--- src/rtl/axi4_r_buffer.sv ---
// axi4_r_buffer
//   Elastic FIFO for the AXI4 read-data (R) channel. Beats arrive from a
//   downstream slave port (m_axi4_*) and are replayed in order to the
//   upstream master-facing port (s_axi4_*). Occupancy and the number of
//   stored burst-terminating beats are exported so the bridge can throttle
//   AR issue.
//
// Ports
//   axi4_aclk / axi4_arstn   clock, async active-low reset
//   m_axi4_r*                push side (rid, rdata, rresp, rlast, ruser, rvalid in; rready out)
//   s_axi4_r*                pop side  (payload, rvalid out; rready in)
//   fill_level               occupied entries, 0..BUFFER_DEPTH
//   bursts_buffered          stored entries with rlast=1
module axi4_r_buffer #(
  parameter int AXI_DATA_WIDTH = 32,
  parameter int AXI_ID_WIDTH   = 4,
  parameter int AXI_USER_WIDTH = 4,
  parameter int BUFFER_DEPTH   = 4,
  localparam int PW            = $clog2(BUFFER_DEPTH) + 1
) (
  input  logic                      axi4_aclk,
  input  logic                      axi4_arstn,
  input  logic [AXI_ID_WIDTH-1:0]   m_axi4_rid,
  input  logic [AXI_DATA_WIDTH-1:0] m_axi4_rdata,
  input  logic [1:0]                m_axi4_rresp,
  input  logic                      m_axi4_rlast,
  input  logic [AXI_USER_WIDTH-1:0] m_axi4_ruser,
  input  logic                      m_axi4_rvalid,
  output logic                      m_axi4_rready,
  output logic [AXI_ID_WIDTH-1:0]   s_axi4_rid,
  output logic [AXI_DATA_WIDTH-1:0] s_axi4_rdata,
  output logic [1:0]                s_axi4_rresp,
  output logic                      s_axi4_rlast,
  output logic [AXI_USER_WIDTH-1:0] s_axi4_ruser,
  output logic                      s_axi4_rvalid,
  input  logic                      s_axi4_rready,
  output logic [PW-1:0]             fill_level,
  output logic [PW-1:0]             bursts_buffered
);

  localparam int AW = PW - 1;
  localparam int EW = AXI_USER_WIDTH + AXI_ID_WIDTH + 2 + AXI_DATA_WIDTH + 1;

  logic [EW-1:0] mem_q [BUFFER_DEPTH];
  logic [PW-1:0] wptr_q, wptr_d;
  logic [PW-1:0] rptr_q, rptr_d;
  logic [PW-1:0] fill_q, fill_d;
  logic [PW-1:0] bursts_q, bursts_d;

  logic empty, full, push, pop;
  logic last_in, last_out;

  // The extra pointer MSB distinguishes full from empty when the index bits match.
  assign empty = (wptr_q == rptr_q);
  assign full  = (wptr_q[AW-1:0] == rptr_q[AW-1:0]) && (wptr_q[AW] != rptr_q[AW]);

  // Both handshakes depend only on registered state on the buffer's side,
  // so no combinational path exists from s_axi4_rready to m_axi4_rready.
  assign m_axi4_rready = !full;
  assign s_axi4_rvalid = !empty;
  assign push          = m_axi4_rvalid && !full;
  assign pop           = !empty && s_axi4_rready;

  assign {s_axi4_ruser, s_axi4_rid, s_axi4_rresp, s_axi4_rdata, s_axi4_rlast} =
    mem_q[rptr_q[AW-1:0]];

  assign last_in  = push && m_axi4_rlast;
  assign last_out = pop && s_axi4_rlast;

  always_comb begin
    wptr_d   = wptr_q;
    rptr_d   = rptr_q;
    fill_d   = fill_q;
    bursts_d = bursts_q;
    if (push) wptr_d = wptr_q + PW'(1);
    if (pop)  rptr_d = rptr_q + PW'(1);
    if (push && !pop)      fill_d = fill_q + PW'(1);
    else if (pop && !push) fill_d = fill_q - PW'(1);
    if (last_in && !last_out)      bursts_d = bursts_q + PW'(1);
    else if (last_out && !last_in) bursts_d = bursts_q - PW'(1);
  end

  always_ff @(posedge axi4_aclk or negedge axi4_arstn) begin
    if (!axi4_arstn) begin
      wptr_q   <= '0;
      rptr_q   <= '0;
      fill_q   <= '0;
      bursts_q <= '0;
    end else begin
      wptr_q   <= wptr_d;
      rptr_q   <= rptr_d;
      fill_q   <= fill_d;
      bursts_q <= bursts_d;
    end
  end

  // Storage is deliberately left unreset; payload is only meaningful while rvalid=1.
  always_ff @(posedge axi4_aclk) begin
    if (push) begin
      mem_q[wptr_q[AW-1:0]] <= {m_axi4_ruser, m_axi4_rid, m_axi4_rresp, m_axi4_rdata, m_axi4_rlast};
    end
  end

  assign fill_level      = fill_q;
  assign bursts_buffered = bursts_q;

endmodule

--- config.mk ---
export PLATFORM = sky130hd
export DESIGN_NAME = axi4_r_buffer
export DESIGN_NICKNAME = d
export VERILOG_FILES = /design/src/rtl/axi4_r_buffer.sv
export SDC_FILE = /design/constraint.sdc
export NUM_CORES = 1
export LEC_CHECK = 0
export ABC_AREA = 1
export BUFFER_PORTS_ARGS = -buffer_cell sky130_fd_sc_hd__buf_2
export CAP_MARGIN = 20
export CELL_PAD_IN_SITES_DETAIL_PLACEMENT = 0
export CELL_PAD_IN_SITES_GLOBAL_PLACEMENT = 2
export CORE_MARGIN = 5
export CORE_UTILIZATION = 40
export DETAILED_ROUTE_END_ITERATION = 8
export HOLD_SLACK_MARGIN = 0.12
export MAX_ROUTING_LAYER = met4
export PLACE_DENSITY = 0.76
export REMOVE_ABC_BUFFERS = 1
export SYNTH_ARGS = -nofsm -noshare
export SYNTH_HDL_FRONTEND = slang
export SYNTH_SLANG_ARGS = --single-unit
--- constraint.sdc ---
create_clock -name axi4_aclk -period 4.12 [get_ports axi4_aclk]
set_clock_uncertainty 0.15 [all_clocks]
set_input_delay 0.412 -clock axi4_aclk [delete_from_list [all_inputs] [get_ports axi4_aclk]]
set_output_delay 0.412 -clock axi4_aclk [all_outputs]
set_load 0.005 [all_outputs]
==> out/metrics.csv <==
stage;metric;value;unit
floorplanning;die_h;144;um
setup_path;critPathArrivalTime;2.39;ns
placed_design;gp_congestion;0.756;
cts;clkSinkCount;184;
placed_design;io_buffers;97;
logic_synthesis;syn_area;7180;um^2
detailed_routing;drt_iter0_drc;290;
grt;grt_usage;15.6;%
floorplanning;die_x;144;um
finish;layout_commonest_cell;edfxtp_1;
logic_synthesis;syn_inst;506;
placed_design;dp_hpwl;8780;um
grt;grt_first_pass_wirelength;23700;um
power_and_ir_drop;p_leak;3.24;nW
sta;fin_tns_setup;0;ns
setup_path;cp-endpoint;s_axi4_rdata[18];
floorplanning;start_util;40.3;%
cts;clock_latency;0.41;ns
detailed_routing;drcViolationCount;0;
finish;fin_cells;885;
power_and_ir_drop;powerDensity;719;nW/um^2
floorplanning;ios;98;
setup_path;critPathMaxFanout;48;
detailed_routing;routed.top_layer;met4;
cts;clock_tree.buffer_depth;2;
logic_synthesis;synth-seq-area-share;76.1;%
floorplanning;rows;49;
sta;tightest_slew;0.767;ns
detailed_routing;wl;15100;um
setup_path;r2r_end;bursts_buffered[2];
floorplanning;core_area;17800;um^2
sta;rsz0062_at_grt;no;
finish;drive_gt1_share;22.6;%
setup_path;worstReg2RegStart;rptr_q[1];
setup_path;startpoint_type;flop;
detailed_routing;wl_met1;6710;um
cts;cts-htree-levels;4;
status;status;finished, final reports clean;
logic_synthesis;synth_area_leaders;edfxtp_1 (72%), o21ai_0 (6.0%), nor2_1 (4.7%), dfrtp_1 (4.2%), o22ai_1 (3.7%);
cts;post_cts_buffers;0;
sta;finalSetupViolCount;0;
sta;final_hold_viol_count;0;
detailed_routing;vias;4427;
detailed_routing;ant_nets;0;
finish;nets;701;
grt;grt_max_degree;73;
cts;cts_resized;0;
setup_path;rrSetupSlack;1.34;ns
cts;cts_root_buf;clkbuf_16;
sta;period_share;71.7;%
finish;final_cell_mix;edfxtp_1 (172), buf_2 (97), nor2_1 (87), o21ai_0 (86), dlygate4sd3_1 (44);
setup_path;crit_required;3.56;ns
detailed_routing;route.met3.wl;877;um
detailed_routing;detail_route.first_pass.iterations;4;
sta;slew_violations;0;
power_and_ir_drop;vdd_drop_max;0.000343;V
sta;min_period;2.96;ns
logic_synthesis;ys_seq_elements;184;
logic_synthesis;syn_area_per_cell;14.2;um^2
cts;cts_tree;yes;
grt;antenna_found_initial;0;
logic_synthesis;synth_cell_types;25;
floorplanning;die_area;20700;um^2
setup_path;worst-r2r-cell-count;13;
sta;fmax;338;MHz
placed_design;dp.cells;811;
detailed_routing;wl_per_cell;17.1;um
setup_path;crit_type;flop to output pin;
finish;syn2layout_area_growth;24.1;%
detailed_routing;dr_wl_met2;7410;um
cts;cts_made_buffers;17;
setup_path;critPathLaunch;rptr_q[0];
grt;overflow;0;
logic_synthesis;yosysWarnings;0;
logic_synthesis;synth.top_cell.area_share;71.9;%
finish;diodes;0;
logic_synthesis;synth_area_leader_cell;edfxtp_1;
cts;hold_buffers;44;
cts;clk_pin_slew;0.07;ns
grt;grt_pass1_vias;4437;
detailed_routing;vias_per_cell;5.00;
sta;slew_headroom;48.8;%
min_path;hp-class;input pin to flop;
setup_path;endpoint_kind;output pin;
flow_run;drv_cap;0;
==> critical path, cell delays in order, from the launching register on <==
cell and delay, ns:
dfrtp_4 0.58, inv_4 0.33, buf_4 0.50, o21ai_0 0.16, o22ai_1 0.24, buf_2 0.17
==> report_power, final <==
part / internal (W) / total (W) / switching, W
Sequential: 0.00250 / 0.00265 / 0.000152
Combinational: 0.000734 / 0.00206 / 0.00133
Clock: 0.00107 / 0.00169 / 0.000627
Total: 0.00430 / 0.00641 / 0.00211
==> synth_stat cells <==
master	instances
nand3_4	2
xnor2_1	2
inv_6	1
edfxtp_1	172
clkbuf_1	5
xor2_1	3
a21oi_1	2
inv_4	1
buf_6	7
inv_1	16
buf_2	13
nand2_4	4
nor2_1	90
dfrtp_1	12
fa_1	2
mux2_2	2
nand2_1	24
o22ai_2	1
o21ai_0	86
nand3_1	6
clkbuf_2	3
o21ai_1	2
nand2_2	1
o22ai_1	42
ha_1	7
==> stage by stage <==
stage	total power, W	cell area [um^2]	utilization [%]	worst slack, ns	hold WS, ns
after global placement	0.00474	7860	44.0	1.37	0.162
after CTS	0.00652	8910	49.9	1.11	0.139
after detailed placement	0.00478	7860	44.0	1.31	0.166
final	0.00641	8910	49.9	1.16	0.159
after global routing	0.00683	8910	49.9	0.990	0.159
after floorplan	0.00384	7000	-	-0.841	-0.0336
==> state kept, by name, indices dropped and copies added, names as in the netlist <==
name and count:
fill_level 3, bursts_buffered 3, wptr_q 3, mem_q 172, rptr_q 3
==> metal layers <==
metal / track usage, % / up-vias
li1: - / 2127
met4: 5.05 / 0
met2: 25.5 / 103
met5: - / -
met1: 19.3 / 2188
met3: 3.44 / 9
==> worst min path at each step <==
stage | startpoint | to | slack, ns | cells after the start
final | s_axi4_rready | rptr_q[2] | 0.16 | 3
after global routing | m_axi4_rvalid | wptr_q[1] | 0.16 | 3
after CTS | s_axi4_rready | rptr_q[2] | 0.14 | 3
after detailed placement | axi4_arstn | fill_level[2] | 0.17 | 1
after global placement | axi4_arstn | bursts_buffered[0] | 0.16 | 1
after floorplan | axi4_arstn | bursts_buffered[0] | -0.03 | 0
==> area by class of cell <==
type / count / area (um^2)
inverter: 18 / 75.1
tap: 229 / 287
multi-input combinational: 276 / 1490
fill: 1551 / 8930
sequential: 184 / 5470
clock buffer: 20 / 437
timing repair buffer: 148 / 978
clock inverter: 10 / 178
==> logic make-up after synthesis <==
kind of cell | after synthesis | synth area share, %
flip-flops | 184 | 76.1
AO/OA/AOI/OAI | 133 | 10.1
AND/OR/NAND/NOR | 127 | 7.58
buffers and inverters | 46 | 3.52
adder cells (fa/ha/maj) | 9 | 1.78
XOR/XNOR | 5 | 0.610
multiplexers | 2 | 0.314
Note: power is estimated with default switching activity, not from simulation.
